File: config.mk
export PLATFORM = sky130hd
export DESIGN_NAME = rom_loader
export DESIGN_NICKNAME = d
export VERILOG_FILES = /design/src/rtl/rom_loader_pkg.sv /design/src/rtl/rom_loader.sv
export SDC_FILE = /design/constraint.sdc
export NUM_CORES = 1
export LEC_CHECK = 0
export CAP_MARGIN = 20
export CORE_ASPECT_RATIO = 1.4
export CORE_MARGIN = 2
export CORE_UTILIZATION = 45
export DETAILED_ROUTE_END_ITERATION = 7
export PLACE_DENSITY = 0.77
export SLEW_MARGIN = 30
export SYNTH_ARGS = -nofsm -noshare
export SYNTH_HDL_FRONTEND = slang
export SYNTH_SLANG_ARGS = --single-unit
File: constraint.sdc
create_clock -name clk -period 2.2 [get_ports clk]
set_input_delay 0.44 -clock clk [delete_from_list [all_inputs] [get_ports clk]]
set_output_delay 0.44 -clock clk [all_outputs]
set_load 0.05 [all_outputs]
File: src/rtl/rom_loader_pkg.sv
// Shared constants, state encoding and per-state output decode for the boot ROM loader.
package rom_loader_pkg;

  localparam int LEN_W  = 16;
  localparam int CSUM_W = 8;
  localparam int WORD_W = 16;
  localparam int ADDR_W = 16;

  localparam logic [ADDR_W-1:0] ROM_START = 16'h0000;

  typedef enum logic [3:0] {
    S_IDLE,
    S_LEN_HI,
    S_LEN_LO,
    S_DATA_HI,
    S_DATA_LO,
    S_WRITE,
    S_CHECK,
    S_DONE,
    S_ERROR
  } state_e;

  typedef struct packed {
    logic inReady;
    logic wrReq;
    logic writeProtect;
    logic cpuHalt;
    logic busy;
    logic error;
  } ctrl_t;

  // The ROM stays writable only while a load is in flight; the CPU stays halted
  // through ERROR so a partial image can never run.
  function automatic ctrl_t decodeCtrl(state_e s);
    ctrl_t c;
    c = '{inReady: 1'b0, wrReq: 1'b0, writeProtect: 1'b1,
          cpuHalt: 1'b0, busy: 1'b0, error: 1'b0};
    case (s)
      S_LEN_HI, S_LEN_LO, S_DATA_HI, S_DATA_LO, S_CHECK: begin
        c.inReady      = 1'b1;
        c.writeProtect = 1'b0;
        c.cpuHalt      = 1'b1;
        c.busy         = 1'b1;
      end
      S_WRITE: begin
        c.wrReq        = 1'b1;
        c.writeProtect = 1'b0;
        c.cpuHalt      = 1'b1;
        c.busy         = 1'b1;
      end
      S_ERROR: begin
        c.cpuHalt = 1'b1;
        c.error   = 1'b1;
      end
      default: ;
    endcase
    return c;
  endfunction

endpackage

File: src/rtl/rom_loader.sv
// Boot-time ROM programming controller: parses a length-prefixed, checksummed byte
// stream and writes it word by word into the ROM write port.
module rom_loader
  import rom_loader_pkg::*;
#(
  parameter int                DEPTH = 32768,
  parameter logic [ADDR_W-1:0] BASE  = ROM_START
) (
  input  logic              clk,
  input  logic              reset,
  input  logic              start,
  input  logic [7:0]        in_data,
  input  logic              in_valid,
  output logic              in_ready,
  output logic              wr_req,
  output logic [ADDR_W-1:0] wr_addr,
  output logic [WORD_W-1:0] wr_data,
  input  logic              wr_ack,
  output logic              write_protect,
  output logic              cpu_halt,
  output logic              busy,
  output logic              done,
  output logic              error
);

  state_e              state_q, state_d;
  ctrl_t               ctrl_q;
  logic                done_q;
  logic [LEN_W-1:0]    len_q, len_d;
  logic [LEN_W-1:0]    count_q, count_d;
  logic [CSUM_W-1:0]   csum_q, csum_d;
  logic [ADDR_W-1:0]   wr_addr_q, wr_addr_d;
  logic [WORD_W-1:0]   wr_data_q, wr_data_d;

  logic                xfer;
  logic [LEN_W-1:0]    lenNew;
  logic [LEN_W-1:0]    countInc;
  logic                lenBad;

  assign xfer     = in_valid & ctrl_q.inReady;
  assign lenNew   = {len_q[LEN_W-1:8], in_data};
  assign countInc = count_q + 16'd1;
  assign lenBad   = (lenNew == '0) || (int'(lenNew) > DEPTH);

  always_comb begin
    state_d   = state_q;
    len_d     = len_q;
    count_d   = count_q;
    csum_d    = csum_q;
    wr_addr_d = wr_addr_q;
    wr_data_d = wr_data_q;
    case (state_q)
      S_IDLE, S_DONE, S_ERROR: begin
        if (start) begin
          state_d   = S_LEN_HI;
          count_d   = '0;
          csum_d    = '0;
          wr_addr_d = BASE;
        end
      end
      S_LEN_HI: begin
        if (xfer) begin
          len_d   = {in_data, len_q[7:0]};
          state_d = S_LEN_LO;
        end
      end
      S_LEN_LO: begin
        if (xfer) begin
          len_d   = lenNew;
          state_d = lenBad ? S_ERROR : S_DATA_HI;
        end
      end
      // Length bytes are excluded from the checksum; only payload bytes count.
      S_DATA_HI: begin
        if (xfer) begin
          wr_data_d[15:8] = in_data;
          csum_d          = csum_q + in_data;
          state_d         = S_DATA_LO;
        end
      end
      S_DATA_LO: begin
        if (xfer) begin
          wr_data_d[7:0] = in_data;
          csum_d         = csum_q + in_data;
          state_d        = S_WRITE;
        end
      end
      S_WRITE: begin
        if (wr_ack) begin
          wr_addr_d = wr_addr_q + 16'd1;
          count_d   = countInc;
          state_d   = (countInc == len_q) ? S_CHECK : S_DATA_HI;
        end
      end
      S_CHECK: begin
        if (xfer) begin
          state_d = (in_data == csum_q) ? S_DONE : S_ERROR;
        end
      end
      default: state_d = S_IDLE;
    endcase
  end

  // Outputs are registered from the next state so they line up with state_q
  // without any combinational path from in_valid or wr_ack.
  always_ff @(posedge clk) begin
    if (reset) begin
      state_q   <= S_IDLE;
      ctrl_q    <= decodeCtrl(S_IDLE);
      done_q    <= 1'b0;
      len_q     <= '0;
      count_q   <= '0;
      csum_q    <= '0;
      wr_addr_q <= BASE;
      wr_data_q <= '0;
    end else begin
      state_q   <= state_d;
      ctrl_q    <= decodeCtrl(state_d);
      done_q    <= (state_d == S_DONE) && (state_q != S_DONE);
      len_q     <= len_d;
      count_q   <= count_d;
      csum_q    <= csum_d;
      wr_addr_q <= wr_addr_d;
      wr_data_q <= wr_data_d;
    end
  end

  assign in_ready      = ctrl_q.inReady;
  assign wr_req        = ctrl_q.wrReq;
  assign write_protect = ctrl_q.writeProtect;
  assign cpu_halt      = ctrl_q.cpuHalt;
  assign busy          = ctrl_q.busy;
  assign error         = ctrl_q.error;
  assign done          = done_q;
  assign wr_addr       = wr_addr_q;
  assign wr_data       = wr_data_q;

endmodule

==> results of run 1 <==
==> power by group through the flow <==
stage	clock network [mW]	registers, mW	logic (mW)
after CTS	1.68	1.54	0.416
after global placement	0	1.57	0.393
final	1.65	1.54	0.437
after floorplan	0	1.61	0.204
after global routing	1.75	1.55	0.466
after detailed placement	0	1.58	0.403
==> sequential cells by signal (all words and copies together) (netlist names) <==
| register | count |
|---|---|
| state_q | 4 |
| wr_req | 1 |
| csum_q | 8 |
| write_protect | 1 |
| done | 1 |
| count_q | 16 |
| cpu_halt | 1 |
| busy | 1 |
| in_ready | 1 |
| len_q | 16 |
| wr_addr | 16 |
| error | 1 |
| wr_data | 16 |
==> cells by family after synthesis <==
| family | after synthesis | share of synthesized area (%) |
|---|---|---|
| xor+xnor | 33 | 6.45 |
| simple gates | 234 | 27.5 |
| buf+inv | 54 | 6.48 |
| fa+ha+maj | 10 | 2.83 |
| flops | 83 | 35.4 |
| mux | 23 | 4.91 |
| compound gates | 118 | 16.4 |
==> layout by cell type, fill, tap and decap left out, types with 3 or more instances in the layout <==
cell	n
a21oi_1	41
a21oi_2	3
a22oi_1	9
and2_1	3
and3_1	9
buf_4	75
clkbuf_16	9
clkdlybuf4s50_1	42
clkinvlp_4	3
dfxtp_1	73
dfxtp_2	9
dlygate4sd2_1	5
ha_1	3
ha_4	6
inv_1	17
mux2i_1	23
nand2_1	39
nand2b_1	9
nand3_1	10
nand3b_1	7
nand4_1	12
nand4_4	3
nand4b_1	3
nor2_1	74
nor2b_1	5
nor3_1	12
nor3_2	3
nor3b_1	3
nor3b_2	4
nor4_1	6
nor4_4	3
o211ai_1	3
o21a_1	5
o21ai_0	22
o311ai_0	3
or3_1	7
xnor2_1	19
xor2_1	11
==> worst register-to-register path, cell delays in order (launching register included) <==
cell,delay [ns]
dfxtp_1,0.40
ha_4,0.23
or4_4,0.52
o31ai_4,0.20
nand2_1,0.11
o211ai_1,0.22
nand2b_1,0.23
o22ai_1,0.23
==> how the worst min path moves through the flow <==
stage,endpoint,slack (ns),cells past startpoint
after detailed placement,len_q[4],0.46,2
final,len_q[4],0.47,2
after global placement,len_q[4],0.46,2
after CTS,len_q[4],0.47,2
after floorplan,len_q[3],0.44,2
after global routing,len_q[2],0.49,2
==> stage by stage <==
step                      util (%)  instances
after CTS                     59.8        800
after global placement        56.3        781
after detailed placement      56.3        781
after global routing          61.4        800
after floorplan                  -        555
final                         61.4        800
==> timing repair <==
item	CTS	global route
setup buffers	3	0
hold buffers	0	0
endpoints found under the setup margin	11	24
pin swaps	12	18
resized for setup	16	36
==> metal layers <==
layer  part of all wire, %  global-route usage, %  vias up
met5                     0                      0        -
met4                   4.1                   11.7        0
met3                   3.3                   4.11       40
li1                      -                      -     2192
met1                    38                   23.9     2181
met2                    54                   43.0      135
==> layout make-up <==
| class | instances | area, um2 | share of cell area [%] |
|---|---|---|---|
| flip-flops and latches | 83 | 1680 | 26.7 |
| clock inverters | 7 | 100 | 1.59 |
| clock buffers | 9 | 225 | 3.58 |
| multi-input cells | 418 | 2950 | 47.0 |
| inverters | 18 | 80.1 | 1.27 |
| repair buffers | 127 | 1080 | 17.2 |
| well taps | 138 | 173 | 2.75 |
==> insert_results.sql, run 1 <==
INSERT INTO impl_metrics (metric_group, metric, value, unit) VALUES
('pwr', 'total_leakage_power', '2.46', 'nW'),
('critical_path', 'worstSetupEndpoint', 'busy', ''),
('pwr', 'power_density', '578', 'nW/um2'),
('critical_path', 'critPathArrivalTime', '2.48', 'ns'),
('job', 'maxCapViolations', '0', ''),
('critical_path', 'worstPathBufferInverterCount', '0', ''),
('grt', 'grt_antenna_before_repair', '0', ''),
('floorplanning', 'start_util', '45.8', '%'),
('synth', 'syn-num-nets', '578', ''),
('pwr', 'p_total', '3.63', 'mW'),
('clock_network', 'cts.clk_slew.worst_paths', '0.07', 'ns'),
('synth', 'post_synth_most_frequent_cells', '83 x dfxtp_1, 74 x nor2_1, 44 x a21oi_1', ''),
('run_status', 'violations_in_the_final_reports', 'setup timing', ''),
('clock_network', 'clock_latency', '0.34', 'ns'),
('finish', 'final_nets', '680', ''),
('sta', 'setup_viol', '1', ''),
('placed_design', 'gp_congestion', '0.963', ''),
('synth', 'synth_cells', '555', ''),
('floorplanning', 'placeableCoreArea', '10200', 'um2'),
('placed_design', 'port_buffers', '51', ''),
('finish', 'drive_gt1_share', '23.4', '%'),
('sta', 'maxSlewHeadroom', '62.1', '%'),
('sta', 'worst_case_clock_skew', '0.00639', 'ns'),
('routing', 'final_antenna_net_count', '0', ''),
('pwr', 'share_clk_of_total_power', '45.5', '%'),
('finish', 'nFillCells', '870', ''),
('placed_design', 'detailed_place.area', '5760', 'um2'),
('critical_path', 'endpoint_kind', 'flop', ''),
('floorplanning', 'die-area', '11300', 'um2'),
('critical_path', 'slowest_stage', 'or4_4', ''),
('sta', 'period_minus_slack', '2.22', 'ns'),
('critical_path', 'critical_path_s_largest_stage_delay', '0.52', 'ns'),
('finish', 'antenna_cells', '0', ''),
('critical_path', 'worst_r2r_endpoint', 'busy', ''),
('worst_hold_path', 'hold_path_startpoint', 'len_q[4]', ''),
('pwr', 'internal_power', '2.71', 'mW'),
('critical_path', 'ff2ff_path_depth', '7', ''),
('grt', 'via_count_of_the_first_global_routing_pass', '4498', ''),
('critical_path', 'start_kind', 'flop', ''),
('critical_path', 'crit_type', 'reg -> reg', ''),
('sta', 'max_slew.worst_pin.slew', '0.569', 'ns'),
('synth', 'synth_cell_types', '77', ''),
('floorplanning', 'die_w', '90.3', 'um'),
('synth', 'ys_top_cells_by_area', 'dfxtp_1 35%, nor2_1 5.9%, mux2i_1 4.9%', ''),
('synth', 'postSynthRegisterBits', '83', ''),
('routing', 'wl_per_cell', '15.9', 'um'),
('sta', 'tns', '-0.0183', 'ns'),
('sta', 'finalWorstSetupSlack', '-0.0183', 'ns'),
('synth', 'synth_seq_area_share', '35.4', '%'),
('pwr', 'power.net_switching', '0.917', 'mW'),
('floorplanning', 'row_count', '44', ''),
('sta', 'final-hold-violation-count', '0', ''),
('routing', 'drcViolationCount', '0', ''),
('sta', 'grt_setup_unrepaired', 'true', ''),
('clock_network', 'tritoncts_num_sinks', '83', ''),
('synth', 'syn_area_per_cell', '8.45', 'um2'),
('clock_network', 'tritoncts_clock_tree', 'yes', ''),
('critical_path', 'crit_start', 'csum_q[6]', ''),
('grt', 'global_route.overflow_total', '0', ''),
('routing', 'finalWirelength', '12.7', 'mm'),
('pwr', 'pwr-share-seq', '42.5', '%'),
('clock_network', 'cts-root-to-sink-buffers', '2', ''),
('synth', 'synth_top_area_cell', 'dfxtp_1', ''),
('run_status', 'outcome', 'finished, violations left', ''),
('clock_network', 'cts_buffers', '9', ''),
('synth', 'asyncSetResetFlopFracSynth', '0', '%'),
('synth', 'syn_area', '4690', 'um2'),
('routing', 'route.vias.total', '4548', ''),
('sta', 'layout_worst_path_cycle_share', '101', '%'),
('synth', 'synth_most_common_cell', 'dfxtp_1', ''),
('routing', 'drtPass1Iterations', '5', '');
(Power assumes the default switching activity.)
==> run 2, diff against run 1 <==
--- a/config.mk
+++ b/config.mk
@@ -8,9 +8,11 @@
 export CAP_MARGIN = 20
 export CORE_ASPECT_RATIO = 1.4
 export CORE_MARGIN = 2
-export CORE_UTILIZATION = 45
+export CORE_UTILIZATION = 51
+export CTS_CLUSTER_SIZE = 14
 export DETAILED_ROUTE_END_ITERATION = 7
-export PLACE_DENSITY = 0.77
+export PLACE_DENSITY = 0.84
+export SKIP_LAST_GASP = 1
 export SLEW_MARGIN = 30
 export SYNTH_ARGS = -nofsm -noshare
 export SYNTH_HDL_FRONTEND = slang
==> run 2 against run 1 <==
Against the previous run: the flow still finishes with violations (setup timing); die area is 11% lower; clock-buffer cell count unchanged; sequential share of layout area about the same; final area down 0.46%; largest cell class unchanged; highest routed layer unchanged.
==> insert_results.sql, run 2 (synthesis gave the netlist of run 1 again) <==
INSERT INTO impl_metrics (metric_group, metric, value, unit) VALUES
('run_status', 'outcome', 'finished, violations left', ''),
('run_status', 'violations_in_the_final_reports', 'setup timing', ''),
('grt', 'grt_antenna_before_repair', '0', ''),
('routing', 'drcViolationCount', '0', ''),
('clock_network', 'cts.clk_slew.worst_paths', '0.06', 'ns'),
('routing', 'final_antenna_net_count', '0', ''),
('sta', 'finalWorstSetupSlack', '-0.0232', 'ns'),
('sta', 'maxSlewHeadroom', '52.3', '%'),
('clock_network', 'tritoncts_clock_tree', 'yes', ''),
('sta', 'fmax', '0.450', 'GHz'),
('sta', 'max_slew.worst_pin.slew', '0.715', 'ns'),
('clock_network', 'h_tree_depth', '3', ''),
('routing', 'number_of_drc_markers_in_iteration_0', '337', ''),
('finish', 'final_nets', '683', ''),
('floorplanning', 'start_util', '52.3', '%'),
('floorplanning', 'row_count', '41', ''),
('sta', 'slew_viol_final', '0', ''),
('critical_path', 'critical_path.cell_chain', 'ha_4, or4_4, o31ai_4, nand2_1, nand3b_1, buf_4, o21bai_1, o221ai_2', ''),
('routing', 'vias_per_cell', '6.11', ''),
('grt', 'grt_max_degree', '43', ''),
('grt', 'grt_first_pass_wirelength', '21.9', 'mm'),
('clock_network', 'clock-root-buffer', 'clkbuf_16', ''),
('clock_network', 'tritoncts_num_sinks', '83', ''),
('placed_design', 'post-dp-hpwl', '9.26', 'mm'),
('placed_design', 'gp_congestion', '0.919', ''),
('floorplanning', 'die_w', '85.1', 'um'),
('clock_network', 'cts-root-to-sink-buffers', '2', ''),
('sta', 'grt_setup_unrepaired', 'true', ''),
('sta', 'final-hold-violation-count', '0', ''),
('floorplanning', 'number_of_placed_i_o_pins', '52', ''),
('placed_design', 'port_buffers', '51', ''),
('critical_path', 'slowest_stage', 'or4_4', ''),
('sta', 'layout_worst_path_cycle_share', '101', '%'),
('routing', 'wl_per_cell', '18.3', 'um'),
('pwr', 'p_total', '3.58', 'mW'),
('critical_path', 'start_kind', 'flop', ''),
('critical_path', 'critical_path_required', '2.47', 'ns'),
('routing', 'finalWirelength', '14.1', 'mm'),
('critical_path', 'critPathArrivalTime', '2.49', 'ns'),
('critical_path', 'path_max_fanout', '4', ''),
('placed_design', 'detailedPlace.worstSlack', '-0.585', 'ns'),
('clock_network', 'clock_latency', '0.35', 'ns'),
('grt', 'via_count_of_the_first_global_routing_pass', '4649', ''),
('finish', 'most-common-layout-cells', '77 x dfxtp_1, 77 x buf_4, 74 x nor2_1', ''),
('finish', 'area_delta_synth_final', '33.4', '%'),
('floorplanning', 'placeableCoreArea', '8980', 'um2'),
('floorplanning', 'fp.dieH', '117', 'um'),
('sta', 'worst_case_clock_skew', '0.00619', 'ns'),
('pwr', 'power_density', '573', 'nW/um2'),
('sta', 'setup_viol', '5', ''),
('finish', 'antenna_cells', '0', ''),
('routing', 'drtPass1Iterations', '6', ''),
('pwr', 'total_leakage_power', '2.47', 'nW'),
('grt', 'global_route.overflow_total', '0', ''),
('clock_network', 'cts_buffers', '9', ''),
('critical_path', 'critical_path_s_largest_stage_delay', '0.58', 'ns'),
('finish', 'drive_gt1_share', '23.9', '%'),
('sta', 'period_minus_slack', '2.22', 'ns'),
('critical_path', 'crit_type', 'reg -> reg', ''),
('grt', 'grt.total_usage', '27.3', '%'),
('floorplanning', 'die-area', '9990', 'um2'),
('routing', 'route.vias.total', '4715', ''),
('pwr', 'max_vdd_drop', '0.000818', 'V'),
('worst_hold_path', 'hold_path_class', 'in -> reg', ''),
('critical_path', 'endpoint_kind', 'flop', ''),
('job', 'maxCapViolations', '0', '');
==> run 2: cell types whose count changed in the layout (fill, tap and decap cells not counted), moves of 3 or more <==
cell	previous run	this run
clkbuf_2	1	5
clkinv_4	0	3
dfxtp_1	73	77
dfxtp_2	9	6
clkinvlp_4	3	0
dlygate4sd2_1	5	0
==> run 2: final timing paths <==
check,from,slack [ns],end,depth (start not counted)
worst max register to register,csum_q[4],-0.02,cpu_halt,8
worst max-delay path,csum_q[4],-0.02,cpu_halt,8
worst min-delay path,reset,0.45,wr_addr[0],2
worst min register to register,len_q[6],0.48,len_q[6],2
==> run 2: repair_timing <==
action,4_1_cts,5_1_grt
setup buffers,3,5
pin swaps,6,13
hold buffers,0,0
gates resized for setup,19,37
endpoints found under the setup margin,12,16
==> run 2: stage by stage <==
stage | hold slack (ns) | instances | cell area, um2 | TNS (ns) | utilization (%)
2_1_floorplan | 0.444 | 555 | 4740 | 0 | -
3_3_place_gp | 0.462 | 748 | 5720 | -9.00 | 63.7
3_5_place_dp | 0.468 | 748 | 5720 | -10.02 | 63.7
4_1_cts | 0.443 | 767 | 6110 | -0.00242 | 68.0
5_1_grt | 0.460 | 772 | 6260 | -0.651 | 69.7
6_report | 0.450 | 772 | 6260 | -0.0617 | 69.7
==> run 2: final cells by class <==
type                       instances  area, um2
inverter                          18       80.1
tap                              107        134
fill                             658       2720
multi-input combinational        418       2960
clock buffer                       9        225
timing repair buffer             130       1100
sequential                        83       1670
clock inverter                     7       85.1
==> run 2: per-layer routing <==
metal  wire, um  global-route usage, %  vias to the layer above
met3        714                   5.61                       73
li1           -                      -                     2189
met2       7510                   49.0                      216
met4        749                   15.7                        0
met5          0                      0                        -
met1       5120                   28.8                     2237
==> run 2: worst max-delay path: cells and delay by family (launching register included) <==
family | cells | cell delay, ns
AO/OA/AOI/OAI | 3 | 0.47
adder cells (fa/ha/maj) | 1 | 0.20
buffers and inverters | 1 | 0.17
flip-flops | 1 | 0.35
AND/OR/NAND/NOR | 3 | 0.95
==> run 2: where the power goes <==
group          switching [mW]  internal (mW)  leakage [nW]  total, mW
combinational           0.257          0.193          1.64      0.450
sequential             0.0218           1.52         0.673       1.55
clock                   0.687          0.901         0.153       1.59
total                   0.965           2.62          2.47       3.58
